--- src/rtl/ctrl_pipe_regs.sv ---
`default_nettype none
// ============================================================================
// Module   : ctrl_pipe_regs
// Brief    : ID/EX, EX/MEM and MEM/WB control pipeline registers with
//            load-use stall detection and branch/jump flush of the control
//            path. Optional performance counters are enabled by defining
//            CTRL_PIPE_PERF_EN (adds stall_cnt / flush_cnt outputs).
// Revision : 1.0 - initial release
// ============================================================================
module ctrl_pipe_regs #(
  parameter int RA_W  = 5,
  parameter int CNT_W = 16
) (
  input  logic            clk,
  input  logic            rst,
  input  logic            id_valid,
  input  logic [7:0]      id_ctrl,
  input  logic            id_branch,
  input  logic            id_jump,
  input  logic [RA_W-1:0] id_rs,
  input  logic [RA_W-1:0] id_rt,
  input  logic [RA_W-1:0] id_rd,
  input  logic            ex_redirect,
  output logic            pc_write,
  output logic            ifid_write,
  output logic            ifid_flush,
  output logic            ex_reg_dst,
  output logic [1:0]      ex_alu_op,
  output logic            ex_alu_src,
  output logic            ex_branch,
  output logic            ex_jump,
  output logic [RA_W-1:0] ex_wr_reg,
  output logic            mem_mem_read,
  output logic            mem_mem_write,
  output logic            mem_reg_write,
  output logic            mem_mem_to_reg,
  output logic [RA_W-1:0] mem_wr_reg,
  output logic            wb_reg_write,
  output logic            wb_mem_to_reg,
  output logic [RA_W-1:0] wb_wr_reg
`ifdef CTRL_PIPE_PERF_EN
  ,
  output logic [CNT_W-1:0] stall_cnt,
  output logic [CNT_W-1:0] flush_cnt
`endif
);

  // Elaboration-time sanity check on the counter width.
  if (CNT_W < 1) begin : g_cnt_w_check
    $error("ctrl_pipe_regs: CNT_W must be at least 1");
  end

  // ID/EX stage state
  logic            idex_reg_dst_q,  idex_reg_dst_d;
  logic [1:0]      idex_alu_op_q,   idex_alu_op_d;
  logic            idex_alu_src_q,  idex_alu_src_d;
  logic            idex_mem_read_q, idex_mem_read_d;
  logic            idex_mem_wr_q,   idex_mem_wr_d;
  logic            idex_reg_wr_q,   idex_reg_wr_d;
  logic            idex_m2r_q,      idex_m2r_d;
  logic            idex_branch_q,   idex_branch_d;
  logic            idex_jump_q,     idex_jump_d;
  logic [RA_W-1:0] idex_rt_q,       idex_rt_d;
  logic [RA_W-1:0] idex_rd_q,       idex_rd_d;

  // EX/MEM stage state
  logic            exmem_mem_read_q, exmem_mem_wr_q, exmem_reg_wr_q, exmem_m2r_q;
  logic [RA_W-1:0] exmem_wr_reg_q;

  // MEM/WB stage state
  logic            memwb_reg_wr_q, memwb_m2r_q;
  logic [RA_W-1:0] memwb_wr_reg_q;

  logic w_load_use;
  logic w_idex_bubble;
  logic w_ex_wr_nz;

  // Hazard detection and ID/EX next-state selection (redirect > load-use > normal).
  always_comb begin
    w_load_use = idex_mem_read_q & id_valid & ~id_jump & (idex_rt_q != '0)
               & ((idex_rt_q == id_rs) | (idex_rt_q == id_rt));
    w_idex_bubble = ex_redirect | w_load_use | ~id_valid;

    pc_write   = ex_redirect | ~w_load_use;
    ifid_write = ex_redirect | ~w_load_use;
    ifid_flush = ex_redirect;

    // Bubble first; fields only overwritten for a real, unstalled instruction.
    // RegDst and MemtoReg are meaningless without RegWrite, so they are
    // AND-gated with it; this also keeps undriven decode bits out of EX.
    idex_reg_dst_d  = 1'b0;
    idex_alu_op_d   = 2'b00;
    idex_alu_src_d  = 1'b0;
    idex_mem_read_d = 1'b0;
    idex_mem_wr_d   = 1'b0;
    idex_reg_wr_d   = 1'b0;
    idex_m2r_d      = 1'b0;
    idex_branch_d   = 1'b0;
    idex_jump_d     = 1'b0;
    idex_rt_d       = '0;
    idex_rd_d       = '0;
    if (!w_idex_bubble) begin
      idex_reg_dst_d  = id_ctrl[7] & id_ctrl[1];
      idex_alu_op_d   = id_ctrl[6:5];
      idex_alu_src_d  = id_ctrl[4];
      idex_mem_read_d = id_ctrl[3];
      idex_mem_wr_d   = id_ctrl[2];
      idex_reg_wr_d   = id_ctrl[1];
      idex_m2r_d      = id_ctrl[0] & id_ctrl[1];
      idex_branch_d   = id_branch;
      idex_jump_d     = id_jump;
      idex_rt_d       = id_rt;
      // rd is only meaningful when RegDst selects it.
      idex_rd_d       = (id_ctrl[7] & id_ctrl[1]) ? id_rd : '0;
    end
  end

  // Write-register select in EX and $0 detection for write suppression.
  always_comb begin
    ex_wr_reg  = idex_reg_dst_q ? idex_rd_q : idex_rt_q;
    w_ex_wr_nz = (ex_wr_reg != '0);
  end

  // All three stage registers; EX/MEM and MEM/WB advance every cycle.
  always_ff @(posedge clk or posedge rst) begin
    if (rst) begin
      idex_reg_dst_q   <= 1'b0;
      idex_alu_op_q    <= 2'b00;
      idex_alu_src_q   <= 1'b0;
      idex_mem_read_q  <= 1'b0;
      idex_mem_wr_q    <= 1'b0;
      idex_reg_wr_q    <= 1'b0;
      idex_m2r_q       <= 1'b0;
      idex_branch_q    <= 1'b0;
      idex_jump_q      <= 1'b0;
      idex_rt_q        <= '0;
      idex_rd_q        <= '0;
      exmem_mem_read_q <= 1'b0;
      exmem_mem_wr_q   <= 1'b0;
      exmem_reg_wr_q   <= 1'b0;
      exmem_m2r_q      <= 1'b0;
      exmem_wr_reg_q   <= '0;
      memwb_reg_wr_q   <= 1'b0;
      memwb_m2r_q      <= 1'b0;
      memwb_wr_reg_q   <= '0;
    end else begin
      idex_reg_dst_q   <= idex_reg_dst_d;
      idex_alu_op_q    <= idex_alu_op_d;
      idex_alu_src_q   <= idex_alu_src_d;
      idex_mem_read_q  <= idex_mem_read_d;
      idex_mem_wr_q    <= idex_mem_wr_d;
      idex_reg_wr_q    <= idex_reg_wr_d;
      idex_m2r_q       <= idex_m2r_d;
      idex_branch_q    <= idex_branch_d;
      idex_jump_q      <= idex_jump_d;
      idex_rt_q        <= idex_rt_d;
      idex_rd_q        <= idex_rd_d;
      exmem_mem_read_q <= idex_mem_read_q;
      exmem_mem_wr_q   <= idex_mem_wr_q;
      exmem_reg_wr_q   <= idex_reg_wr_q & w_ex_wr_nz;
      exmem_m2r_q      <= idex_m2r_q & w_ex_wr_nz;
      exmem_wr_reg_q   <= ex_wr_reg;
      memwb_reg_wr_q   <= exmem_reg_wr_q;
      memwb_m2r_q      <= exmem_m2r_q;
      memwb_wr_reg_q   <= exmem_wr_reg_q;
    end
  end

  assign ex_reg_dst     = idex_reg_dst_q;
  assign ex_alu_op      = idex_alu_op_q;
  assign ex_alu_src     = idex_alu_src_q;
  assign ex_branch      = idex_branch_q;
  assign ex_jump        = idex_jump_q;
  assign mem_mem_read   = exmem_mem_read_q;
  assign mem_mem_write  = exmem_mem_wr_q;
  assign mem_reg_write  = exmem_reg_wr_q;
  assign mem_mem_to_reg = exmem_m2r_q;
  assign mem_wr_reg     = exmem_wr_reg_q;
  assign wb_reg_write   = memwb_reg_wr_q;
  assign wb_mem_to_reg  = memwb_m2r_q;
  assign wb_wr_reg      = memwb_wr_reg_q;

`ifdef CTRL_PIPE_PERF_EN
  logic [CNT_W-1:0] stall_cnt_q, flush_cnt_q;
  logic             w_stall_win;

  assign w_stall_win = w_load_use & ~ex_redirect;

  // Saturating event counters: stalls that won priority, and redirect cycles.
  always_ff @(posedge clk or posedge rst) begin
    if (rst) begin
      stall_cnt_q <= '0;
      flush_cnt_q <= '0;
    end else begin
      if (w_stall_win && (stall_cnt_q != '1)) stall_cnt_q <= stall_cnt_q + 1'b1;
      if (ex_redirect && (flush_cnt_q != '1)) flush_cnt_q <= flush_cnt_q + 1'b1;
    end
  end

  assign stall_cnt = stall_cnt_q;
  assign flush_cnt = flush_cnt_q;
`endif

endmodule
`default_nettype wire

--- config.mk ---
export PLATFORM = sky130hd
export DESIGN_NAME = ctrl_pipe_regs
export DESIGN_NICKNAME = d
export VERILOG_FILES = /design/src/rtl/ctrl_pipe_regs.sv
export SDC_FILE = /design/constraint.sdc
export NUM_CORES = 1
export LEC_CHECK = 0
export ABC_AREA = 1
export ABC_CLOCK_PERIOD_IN_PS = 1600
export BUFFER_PORTS_ARGS = -buffer_cell sky130_fd_sc_hd__clkbuf_2
export CAP_MARGIN = 20
export CORE_UTILIZATION = 46
export DETAILED_ROUTE_END_ITERATION = 12
export PLACE_DENSITY = 0.76
export SLEW_MARGIN = 20
export SYNTH_ARGS = -nofsm -noshare
export SYNTH_HDL_FRONTEND = slang
export SYNTH_SLANG_ARGS = --single-unit
--- constraint.sdc ---
create_clock -name clk -period 1.6 [get_ports clk]
set_input_delay 0.08 -clock clk [delete_from_list [all_inputs] [get_ports clk]]
set_output_delay 0.08 -clock clk [all_outputs]
set_load 0.1 [all_outputs]
# After elaboration in Yosys (flattened, before gate mapping)
# Index checks and enable logic that the tools add are counted.
# classes
addsub	0
mul	0
n_div	0
order_cmp	0
n_eq_ne	2
shifts	0
mux	13
n_bitwise	15
reduce_logical	2
# op_table
cell	count
$mux W5	4
$eq A5 B5 Y1	2
$reduce_bool A5 Y1	2
$and A1 B1 Y1	8
$mux W1	8
$or A1 B1 Y1	4
$not A1 Y1	3
$mux W2	1
# totals
regBits	36
latchBits	0
mem_bits_rw	0
mem_bits_ro	0
input_bits	29
output_inout_bits	30
elab_cells	51
n_memories	0

# Longest topological paths before layout
# Gate-level depths: netlist (run 1).
# depth
depth_word	7
depth_mapped	10
ltp_nobuf	9

# Worst setup path after synthesis (run 1)
# No wires, ideal clock.
# synth_path
path_kind	reg-to-reg
startpoint	reg idex_reg_dst_q, in the netlist ex_reg_dst
endpoint	reg exmem_m2r_q, in the netlist mem_mem_to_reg
arrival_ns	3.654
slack_ns	-2.136
path_stages_with_launch	5
path_buffers	0
period_less_slack_ns	3.736
path_cell_list	dfrtp_1 -> o21ai_0 -> nor2_1 -> nor3b_2 -> nor2_1
# synth_via
elab_chain_cells	3
# synth_rtl
element	line	source
start, declared	54	logic idex_reg_dst_q, idex_reg_dst_d;
start signal, assigned	147	idex_reg_dst_q <= idex_reg_dst_d;
$mux W5	120	ex_wr_reg = idex_reg_dst_q ? idex_rd_q : idex_rt_q;
net ex_wr_reg[3]	32	output logic [RA_W-1:0] ex_wr_reg,
$reduce_bool A5 Y1	121	w_ex_wr_nz = (ex_wr_reg != '0);
$and A1 B1 Y1	161	exmem_m2r_q <= idex_m2r_q & w_ex_wr_nz;
end signal, assigned	161	
end, declared	67	logic exmem_mem_read_q, exmem_mem_wr_q, exmem_reg_wr_q, exmem_m2r_q;
# The timed path passes the listed nets, and every way through them passes these cells.

# Worst setup path in the final report (run 1)
# layout_path
startpoint	reg idex_rt_q[3]
endpoint	out pc_write
# layout_via
elab_chain_cells	5
elab_cells_between_ends	8
cone_classes	eq/ne: 2; bitwise: 5; reduce/logical: 1
# layout_rtl
element	line	source
start, declared	63	logic [RA_W-1:0] idex_rt_q, idex_rt_d;
start signal, assigned	156	idex_rt_q <= idex_rt_d;
$eq A5 B5 Y1 / $reduce_bool A5 Y1 (equally long branches)	81, 80	
$or A1 B1 Y1 / $and A1 B1 Y1 (equally long branches)	81, 80	
$and A1 B1 Y1 (*)	81	& ((idex_rt_q == id_rs) | (idex_rt_q == id_rt));
$not A1 Y1 (*)	84	pc_write = ex_redirect | ~w_load_use;
$or A1 B1 Y1 (*)	84	
end, declared	24	output logic pc_write,
# Every way passes the cells marked *; elsewhere a longest branch is shown, timed or not.

==> impl.org, run 1 <==
** Min path
- For hold timing, the worst endpoint is idex_mem_wr_q.
- The worst hold path was traced through 5 stages.
- Min-delay src :: ex_redirect
- The path class of the tightest hold or removal check is in -> reg.

** Timing
- Worst slew pin tran :: 0.549 ns
- The count of final max-slew check failures came to 0.
- The clock arrives with 0.0142 ns of skew.
- The number of hold violations in the final report is 0.
- Final Setup Violations :: 2
- Fmax :: 561 MHz
- The routed design could run at a clock period as short as 1.78 ns.
- Setup repair after global routing missed its margin :: yes
- For the final routed database, the setup TNS stands at -0.367 ns.
- Headroom to the max-slew limit :: 63.6%
- Share of the clock period used by the worst path :: 111%
- In the post-route analysis, the smallest setup slack over all paths is -0.184 ns.

** Power
- The design draws 2.00 mW.
- For this design the static power due to leakage is 1.28 nW.
- P per Cell Area :: 907 nW/um^2
- Peak ir drop on the vdd network :: 0.000667 V

** Critical path
- The signal on the critical path passes through inv_2 > nand2_1 > nand2_1 > nor2_1 > nand3_1 > nand2_2 > nand2_2 > or2_4 > buf_12.
- The endpoint identified for the worst register-to-register timing path is idex_rt_q[2].
- Setup slack on the worst flop-to-flop path :: 0.23 ns
- Worst endpoint required time :: 1.52 ns
- The critical path is of the reg -> out type.
- Crit path max fanout :: 4
- Register-to-Register Path Depth :: 9
- Critical Path AT :: 1.70 ns
- STA classifies the critical path endpoint as an output port.
- Among all stages on the critical path, the largest delay is contributed by dfrtp_1.
- STA classifies the critical path startpoint as a flop.
- The startpoint identified for the worst register-to-register timing path is idex_rt_q[0].
- The largest single stage delay on the critical path is 0.39 ns.

** CTS
- Number of sinks handled by clock tree synthesis :: 36
- CTS Buf Count :: 5
- H-tree levels :: 2
- TritonCTS built the clock tree.
- Clock tree root driver cell :: clkbuf_4
- Maximum root-to-sink buffer count :: 2
- Source-to-sink clock delay at the later pin of the worst-skew pair :: 0.34 ns
- After clock tree synthesis, the clock-pin slew on the worst setup and hold paths is 0.11 ns.

** Die
- The core region is 2830 um^2.
- Number of rows in the core area :: 19
- The floorplan step set the die width to 57.4 um.
- Number of primary I/O pins :: 59
- Initial Util :: 49.8%
- Vertical die dimension :: 57.4 um
- The die covers 3290 um^2.

** Job
- Number of maximum-capacitance violations :: 0

** Logic synthesis
- Yosys Warn Count :: 0
- After technology mapping, the gate count stands at 155.
- The synthesized design contains 36 register bits.
- Mean instance size in the synthesized netlist :: 9.10 um^2
- Post-synthesis instance area :: 1410 um^2
- Number of distinct library cells after synthesis :: 14
- Summing the sequential cell areas from Yosys gives 63.9% of the chip area.
- Synthesized netlist net count :: 184

** Route
- Residual DRC count :: 6
- Vias per cell :: 4.40
- The routed design has 2.98 mm of wire.
- Detailed routing inserted a total of 1,228 vias.
- Pre-Repair DR Iteration Count :: 8
- After the first detailed-routing iteration, the DRC count stood at 33.
- Remaining antenna violation count :: 0
- Dividing the detail-routed wire length by the instance count gives 10.7 um.

** GRT
- Number of global-route vias before repair :: 1,260
- Residual overflow from global routing :: 0
- Initial antenna violation count :: 0
- The first global-routing pass estimated 5.19 mm of wire.
- Maximum number of pins on one net before global-route repair :: 23
- Overall track demand over capacity in global routing :: 21.3%

** Finish
- Share of final-layout standard cells stronger than drive strength 1 :: 37.9%
- Compared with the post-synthesis result, the final layout area differs by 56.2%.
- After routing the design area is 2200 um^2.
- For this run, the post-layout net count is 276.
- Final Util :: 77.8%
- The repair_antennas step left the layout with diodes totalling 0.

** Place
- During placement, the flow inserted port buffers numbering 58.
- Placement Cell Area :: 1850 um^2
- Routability-driven placement finished with a final weighted congestion of 0.874.
- The wire-length estimate of the detail-placed layout is 1.97 mm.
- OpenSTA, run right after detailed placement, puts the worst setup slack at 0.181 ns.

** Outcome
- Outcome :: finished, violations left
- Violations in the final reports :: design-rule violations, negative setup slack
[stage by stage]
| stage | std cells | hold WS [ns] |
|---|---|---|
| global placement | 244 | 0.0978 |
| finish | 279 | 0.170 |
| floorplan | 155 | 0.186 |
| detailed placement | 244 | 0.0918 |
| global route | 279 | 0.197 |
| CTS | 274 | 0.155 |
[cells in the final DEF, fill, tap and decap left out]
cell type	count
buf_12	6
buf_4	9
buf_6	1
clkbuf_1	1
clkbuf_2	51
clkbuf_4	5
clkbuf_8	2
dfrtp_1	34
dfrtp_2	1
dfrtp_4	1
dlygate4sd3_1	22
inv_1	26
inv_2	7
nand2_1	31
nand2_2	5
nand3_1	2
nand4_1	2
nor2_1	29
nor2_2	2
nor3b_2	1
o21ai_0	2
o21ai_1	1
o21ai_4	2
or2_1	2
or2_4	1
xnor2_1	2
[routing by layer]
layer | track usage, % | wire length, um | part of all wire, % | vias to the layer above
li1 | - | - | - | 631
met1 | 21.9 | 1170 | 39 | 544
met2 | 39.0 | 1570 | 53 | 50
met3 | 9.30 | 221 | 7.4 | 3
met4 | 5.92 | 14 | 0.47 | 0
met5 | 0 | 0 | 0 | -
[layout make-up]
cell class                      instances  area, um^2
Timing Repair Buffer                   89         674
Multi-Input combinational cell         82         390
Tap cell                               31        38.8
Clock buffer                            8        68.8
Sequential cell                        36         906
Inverter                               33         124
Fill cell                             195         627
[critical path, delay by kind of cell, from the launching register on]
kind,cells,cell delay [ns]
DFF,1,0.39
and+or+nand+nor,7,0.74
buffers and inverters,2,0.24
[synth_stat cells]
| cell type | number | share of area, % |
|---|---|---|
| dfrtp_1 | 36 | 64 |
| nand2_1 | 36 | 9.6 |
| inv_1 | 32 | 8.5 |
| nor2_1 | 31 | 8.3 |
| o21ai_0 | 5 | 1.8 |
| buf_4 | 2 | 1.1 |
| buf_6 | 2 | 1.6 |
| nand3_1 | 2 | 0.71 |
| nand4_1 | 2 | 0.89 |
| or2_1 | 2 | 0.89 |
| xnor2_1 | 2 | 1.2 |
| inv_2 | 1 | 0.27 |
| nor3b_2 | 1 | 0.89 |
| or2_2 | 1 | 0.44 |
[how the worst max path moves through the flow]
| stage | startpoint | to | slack, ns | cells past startpoint |
|---|---|---|---|---|
| final | idex_rt_q[3] | pc_write | -0.18 | 9 |
| after global routing | idex_rt_q[0] | pc_write | -0.30 | 8 |
| after CTS | idex_rt_q[0] | pc_write | -0.18 | 9 |
| after detailed placement | idex_rt_q[3] | pc_write | 0.18 | 9 |
| after global placement | idex_rt_q[3] | ifid_write | 0.19 | 9 |
| after floorplan | ex_reg_dst | mem_mem_to_reg | -0.06 | 7 |
[report_power, final]
part           switching [mW]  internal (mW)
sequential             0.0161          0.943
clock                   0.282          0.259
combinational           0.353          0.144
[cells by family (layout without fill, tap and decap cells)]
logic type                count (synthesis)  after routing  synth area share, %
and+or+nand+nor                          75             75                 21.7
DFF                                      36             36                 63.9
buffers and inverters                    37            130                 11.4
AOI/OAI and AO/OA                         5              5                 1.77
xor gates and xnor gates                  2              2                 1.24
[repair_timing]
item,CTS,global route
gates cloned,0,0
pin swaps,0,9
hold buffers,22,0
hold endpoints to repair,56,0
setup buffers,0,5
setup endpoints to repair,2,4
gates resized for setup,2,11
Power figures use the tool's default switching activity.
==> inputs of run 2 (changes only) <==
--- a/config.mk
+++ b/config.mk
@@ -8,10 +8,10 @@
 export ABC_AREA = 1
 export ABC_CLOCK_PERIOD_IN_PS = 1600
 export BUFFER_PORTS_ARGS = -buffer_cell sky130_fd_sc_hd__clkbuf_2
-export CAP_MARGIN = 20
+export CAP_MARGIN = 5
 export CORE_UTILIZATION = 46
 export DETAILED_ROUTE_END_ITERATION = 12
-export PLACE_DENSITY = 0.76
+export PLACE_DENSITY = 0.77
 export SLEW_MARGIN = 20
 export SYNTH_ARGS = -nofsm -noshare
 export SYNTH_HDL_FRONTEND = slang
==> run 2 against run 1 <==
Net effect:
- the flow still finishes with violations (design-rule violations, negative setup slack)
- setup slack worse by 0.042 ns
- sequential cell count unchanged
- sequential power about the same
- die area unchanged
- critical endpoint unchanged
==> impl.org, run 2 (synthesized netlist as in run 1, its figures left out) <==
** Timing
- Share of the clock period used by the worst path :: 114% (+2.6 points)
- The setup TNS is -0.451 ns (-0.0843 ns).
- Final setup margin :: -0.226 ns (-0.0421 ns)
- Setup repair after global routing missed its margin :: yes
- Final min period :: 1.83 ns (+0.0421 ns)
- Worst clock skew :: 0.0119 ns (-0.00230 ns)
- The timing-limited maximum frequency was 548 MHz (-2.3%).
- The worst hold margin came to 0.175 ns (+0.00552 ns).
- The final count of negative-setup-slack endpoints is 2 (unchanged).
- The count of final max-slew check failures is 0 (unchanged).
- Headroom to the max-slew limit :: 63.5% (about the same)
- Hold Vio Cnt, Final :: 0 (unchanged)
- The actual transition at the worst max-transition pin is 0.549 ns (+0.000168 ns).

** Die
- The initial standard-cell utilization of the core was 49.8% (unchanged).
- Vertical die dimension :: 57.4 um (unchanged)
- Die area :: 3290 um^2 (unchanged)
- Core region area :: 2830 um^2 (unchanged)
- Number of primary I/O pins :: 59 (unchanged)
- The die outline width is 57.4 um (unchanged).
- The number of rows in the core area came to 19 (unchanged).

** Critical path
- Setup slack on the worst flop-to-flop path :: 0.18 ns (-0.05 ns)
- STA classifies the critical path startpoint as a flop.
- The required time at the endpoint of the critical path is 1.52 ns (about the same).
- The worst setup path is captured at an output port.
- The data arrival time at the worst-slack endpoint is 1.75 ns (+0.05 ns).
- Reg-to-reg critical path endpoint :: idex_rt_q[0]
- Worst flop-to-flop path startpoint :: idex_rt_q[0]
- Classification of the worst setup path :: reg -> out
- The largest driver fanout on the critical path is 6 (+2).
- Register-to-Register Path Depth :: 9 (unchanged)

** Power
- The maximum ir drop on the vdd rail was 0.000599 V (-10%).
- P per Cell Area :: 899 nW/um^2 (-0.84%)
- Total leakage power :: 1.25 nW (-1.8%)

** Finish
- Final Instance Area :: 2170 um^2 (-1.6%)
- The proportion of layout cells with a drive suffix above 1 came to 37.7% (-0.20 points).
- Commonest non-fill, non-tap cell in the layout :: clkbuf_2
- Synth-to-layout area growth :: 53.7%
- Final Util :: 76.6% (-1.2 points)
- Number of antenna cells inserted :: 0 (unchanged)
- Final-stage net count :: 272 (-1.4%)
- Leaving out fill and tap cells, the most frequent cells in the layout are clkbuf_2 (51), dfrtp_1 (35), nand2_1 (30).

** CTS
- Number of sinks handled by clock tree synthesis :: 36 (unchanged)
- The source-to-sink clock delay at the later pin of the worst-skew pair is 0.34 ns (about the same).
- Clock tree root driver cell :: clkbuf_4
- The level count of the clock H-tree came to 2 (unchanged).
- Maximum root-to-sink buffer count :: 2 (unchanged)
- TritonCTS built the clock tree.
- CTS clk-pin slew, worst paths :: 0.11 ns (about the same)
- CTS Buf Count :: 5 (unchanged)

** Min path
- Worst hold endpoint :: ex_jump
- The startpoint identified for the worst hold timing path is ex_redirect.
- The tightest min-delay check is of the in -> reg type.
- The worst hold path cell count was 5 (unchanged).

** Place
- Number of port buffers :: 58 (unchanged)
- The final weighted congestion in routability-driven placement came to 0.810 (-7.3%).
- HPWL after detailed placement :: 1.99 mm (+1.1%)
- The pre-CTS setup slack came to 0.184 ns (+0.00298 ns).
- The total placed instance area was 1850 um^2 (-0.41%).

** GRT
- Maximum number of pins on one net before global-route repair :: 37 (+61%)
- Overall track demand over capacity in global routing :: 20.8% (-0.50 points)
- Initial antenna violation count :: 0 (unchanged)
- Residual overflow from global routing :: 0 (unchanged)
- Number of global-route vias before repair :: 1,254 (-0.48%)
- The global-route wire length before repair came to 5.04 mm (-2.8%).

** Route
- The mean number of vias per cell was 4.58 (+4.1%).
- Aggregate routed wire length :: 3.02 mm (+1.3%)
- Residual DRC count :: 6 (unchanged)
- Pre-Repair DR Iteration Count :: 8 (unchanged)
- Average wire per standard cell :: 11.0 um (+2.8%)
- The remaining antenna violation count was 0 (unchanged).
- The overall via count from detail_route came to 1,260 (+2.6%).
- The number of violations reported at the end of detailed-routing iteration 0 is 23 (-30%).

** Outcome
- The final reports fail on design-rule violations, negative setup slack.
- Outcome :: finished, violations left

** Job
- Number of maximum-capacitance violations :: 0 (unchanged)
==> run 2: report_power, final <==
group / internal [mW] / total [mW] / leakage, nW / switching [mW]
combinational: 0.140 / 0.496 / 0.738 / 0.356
sequential: 0.943 / 0.959 / 0.485 / 0.0162
clock: 0.215 / 0.493 / 0.0315 / 0.279
total: 1.30 / 1.95 / 1.25 / 0.651
==> run 2: worst max-delay path by stage <==
stage                       from        endpoint  slack (ns)  cells past startpoint
global placement    idex_rt_q[3]        pc_write        0.21                      9
CTS                 idex_rt_q[0]        pc_write       -0.18                      9
floorplan             ex_reg_dst  mem_mem_to_reg       -0.06                      7
detailed placement  idex_rt_q[3]        pc_write        0.18                      9
finish              idex_rt_q[0]        pc_write       -0.23                      8
global route        idex_rt_q[1]      ifid_write       -0.35                      9
==> run 2: worst max-delay path, stage by stage, from the launching register on <==
cell and delay (ns):
dfrtp_1 0.44, nor2_1 0.12, nor2_1 0.06, nor2_2 0.12
nand3_1 0.09, nand2_2 0.09, nand2_2 0.06, or2_4 0.27
buf_12 0.17
==> run 2: per-layer routing <==
metal  track usage [%]  share of wire (%)  vias up
met5                 0                  0        -
met4              5.57                1.6        0
met3              8.84                8.1        7
met2              40.5                 52       53
met1              19.4                 38      575
li1                  -                  -      625
==> run 2: per-stage QoR <==
stage          cells  power (mW)
2_1_floorplan    155        1.31
5_1_grt          275        2.04
3_5_place_dp     243        1.42
6_report         275        1.95
4_1_cts          272        1.96
3_3_place_gp     243        1.41
==> run 2: area by class of cell <==
| class | count | area, um^2 |
|---|---|---|
| multi-input cells | 82 | 395 |
| flip-flops and latches | 36 | 905 |
| fillers | 183 | 662 |
| well taps | 31 | 38.8 |
| repair buffers | 85 | 642 |
| clock buffers | 7 | 55.1 |
| inverters | 33 | 124 |
| clock inverters | 1 | 7.51 |
==> run 2: repair_timing <==
action / CTS / global route
pin swaps: 0 / 7
hold buffers: 21 / 0
gates resized for setup: 2 / 12
buffers inserted: 0 / 3
hold endpoints to repair: 56 / 0
endpoints found under the setup margin: 2 / 7
==> inputs of run 3 (changes only) <==
--- a/config.mk
+++ b/config.mk
@@ -9,9 +9,12 @@
 export ABC_CLOCK_PERIOD_IN_PS = 1600
 export BUFFER_PORTS_ARGS = -buffer_cell sky130_fd_sc_hd__clkbuf_2
 export CAP_MARGIN = 5
+export CORE_MARGIN = 3
 export CORE_UTILIZATION = 46
 export DETAILED_ROUTE_END_ITERATION = 12
+export MAX_ROUTING_LAYER = met4
 export PLACE_DENSITY = 0.77
+export SETUP_SLACK_MARGIN = 0.02
 export SLEW_MARGIN = 20
 export SYNTH_ARGS = -nofsm -noshare
 export SYNTH_HDL_FRONTEND = slang
==> run 3 against run 2 <==
Net effect:
- the run ends with negative setup slack left
- clock power decreased by 0.8%
- register-to-register slack improved by 0.04 ns
- maximum frequency increased by 4.1%
- hold slack improved by 0.028 ns
- via count decreased by 1.2%
- largest power group unchanged
==> impl.org, run 3 (synthesized netlist as in run 1, its figures left out) <==
** Critical path
- Worst endpoint required time :: 1.52 ns (about the same)
- Cells along the critical path :: inv_2 > nand2_1 > nand2_1 > nor2_1 > nand3_1 > nand2_1 > nand2_2 > or2_4 > buf_12
- Most common cell type on the critical path :: nand2_1
- CP Capture Type :: output port
- The peak per-stage delay on the critical path is 0.41 ns (-0.03 ns).
- The cell family contributing the most delay on the critical path is simple AND/OR/NAND/NOR gates.
- Number of buffer and inverter stages on the critical path :: 2 (+1)
- Classification of the worst setup path :: reg -> out
- The cell depth of the worst setup path came to 9 (+1).
- The worst reg-to-reg path cell count came to 10 (+1).
- The data arrival time at the worst-slack endpoint is 1.67 ns (-0.08 ns).
- Category of the worst setup path launch point :: flop
- The largest driver fanout on the critical path is 4 (-2).
- Slowest stage cell, crit path :: dfrtp_1

** Finish
- Commonest non-fill, non-tap cell in the layout :: clkbuf_2
- Final Util :: 76.6% (about the same)
- Number of antenna cells inserted :: 0 (unchanged)
- Final-stage net count :: 273 (+0.37%)
- Layout fillers :: 178 (-2.7%)
- The top cell types in the final layout, fill and taps aside, are clkbuf_2 (51), dfrtp_1 (34), nand2_1 (31).
- Synth-to-layout area growth :: 53.6% (about the same)
- Share of final-layout standard cells stronger than drive strength 1 :: 37.6% (-0.15 points)

** CTS
- The cell sitting at the root of the clock tree is a clkbuf_4.
- Clock tree from TritonCTS :: yes
- Number of sinks handled by clock tree synthesis :: 36 (unchanged)
- The level count of the clock H-tree came to 2 (unchanged).
- The clock edge transition at the registers on the reported setup and hold paths came to 0.10 ns (about the same).
- The TritonCTS buffer count came to 5 (unchanged).
- The source-to-sink clock delay at the later pin of the worst-skew pair came to 0.33 ns (about the same).
- Maximum root-to-sink buffer count :: 2 (unchanged)

** Timing
- The worst slew margin relative to its limit was 63.1% (-0.41 points).
- Worst slew pin tran :: 0.555 ns (+0.00621 ns)
- Final Setup Violations :: 2 (unchanged)
- Final min period :: 1.75 ns (-0.0725 ns)
- The final worst-path setup slack is -0.153 ns (+0.0725 ns).
- The number of hold violations in the final report is 0 (unchanged).
- The count of final max-slew check failures was 0 (unchanged).
- The final clock period utilization by the worst path came to 110% (-4.5 points).
- Worst clock skew :: 0.0100 ns (-0.00188 ns)
- Setup repair after global routing missed its margin :: yes
- The timing-limited maximum frequency is 570 MHz (+4.1%).

** Outcome
- Violations in the final reports :: negative setup slack
- Outcome :: finished, violations left

** Route
- Aggregate routed wire length :: 3.23 mm (+6.8%)
- The average routed wire per standard cell came to 11.7 um (+6.5%).
- Remaining antenna violation count :: 0 (unchanged)
- The number of violations reported at the end of detailed-routing iteration 0 came to 26 (+13%).
- Residual DRC count :: 0 (-6)
- The mean number of vias per cell was 4.51 (-1.5%).
- The detailed-router iteration count before antenna repair came to 3 (-5).
- Total vias in the final route :: 1,245 (-1.2%)

** Power
- Peak ir drop on the vdd network :: 0.000658 V (+10%)
- The total power per unit cell area was 898 nW/um^2 (-0.18%).
- Total leakage power :: 1.26 nW (+0.61%)

** Job
- The max-cap check violation count was 0 (unchanged).

** Place
- The number of buffers inserted by port buffering came to 58 (unchanged).
- The final weighted congestion in routability-driven placement was 0.784 (-3.3%).
- The detailed placement HPWL was 2.11 mm (+6.2%).
- The pre-CTS setup slack was 0.202 ns (+0.0181 ns).

** Min path
- In this run the worst hold path is classified as in -> reg.
- The worst hold path cell count is 5 (unchanged).

** Die
- Number of rows in the core area :: 19 (unchanged)
- The placeable core region was 2830 um^2 (unchanged).
- Vertical die dimension :: 61.4 um (+7.0%)
- Initial Util :: 49.8% (unchanged)
- The number of ports placed on the die boundary came to 59 (unchanged).
- Die Width :: 61.4 um (+7.0%)
- Die area :: 3770 um^2 (+14%)

** GRT
- The initial antenna violation count is 0 (unchanged).
- The number of global-route vias before repair came to 1,265 (+0.88%).
- Overall track demand over capacity in global routing :: 19.9% (-0.86 points)
- Wire length of the first global-routing pass :: 5.18 mm (+2.6%)
- The total overflow reported by the global router is 0 (unchanged).
- The pin count of the biggest net entering global routing was 37 (unchanged).
run 3: cell count changes in the layout (fill, tap and decap cells not counted), sizes merged:
| cell | change |
|---|---|
| clkbuf | -1 |
| clkinv | +2 |
| dlygate4sd3 | +1 |
| clkinvlp | -1 |
run 3: area by class of cell:
cell class                      instances  area (um^2)  share of cell area [%]
Inverter                               33          124                    5.72
Sequential cell                        36          906                    41.8
Multi-Input combinational cell         82          388                    17.9
Timing Repair Buffer                   86          648                    29.9
Clock inverter                          2         10.0                   0.462
Clock buffer                            6         51.3                    2.37
Tap cell                               31         38.8                    1.79
run 3: power by group:
part           leakage [nW]  switching, mW  total (mW)  internal (mW)
sequential            0.484         0.0175       0.961          0.943
clock                0.0380          0.280       0.489          0.209
combinational         0.740          0.354       0.494          0.140
total                  1.26          0.652        1.94           1.29
run 3: what timing repair did:
item                                   CTS  global route
endpoints found under the hold margin   56             0
setup endpoints to repair                3             4
resized for setup                        1            11
hold buffers                            22             0
pin swaps                                0             2
setup buffers                            1             2
run 3: layer usage:
layer / wire length [um] / vias up / GRT usage [%]
li1: - / 620 / -
met1: 1220 / 564 / 19.0
met2: 1720 / 53 / 36.3
met3: 231 / 8 / 7.76
met4: 58 / 0 / 6.97
met5: 0 / - / -
run 3: path summary, 6_finish.rpt:
| kind | end | slack (ns) | start |
|---|---|---|---|
| worst max-delay path | ifid_write | -0.15 | idex_rt_q[3] |
| worst min-delay path | idex_mem_wr_q | 0.20 | ex_redirect |
| worst max register to register | idex_rt_q[0] | 0.22 | idex_rt_q[3] |
| worst min register to register | mem_mem_write | 0.36 | idex_mem_wr_q |
| max in group asynchronous | ex_reg_dst | 0.88 | rst |
| min in group asynchronous | mem_wr_reg[3] | 0.38 | rst |
run 3: per-stage QoR:
step           instance area (um^2)  TNS [ns]  power, mW  hold slack (ns)  cells
2_1_floorplan                  1440    -0.130       1.31            0.186    155
3_3_place_gp                   1850         0       1.41            0.177    243
3_5_place_dp                   1850         0       1.42            0.183    243
4_1_cts                        2130    -0.353       1.95            0.183    274
5_1_grt                        2170    -0.527       2.04            0.202    276
6_report                       2170    -0.307       1.94            0.204    276
run 3: worst register-to-register path, delay by kind of cell (launching register included):
kind,cells,cell delay (ns)
buffers and inverters,2,0.27
flip-flops,1,0.41
AND/OR/NAND/NOR,8,0.59
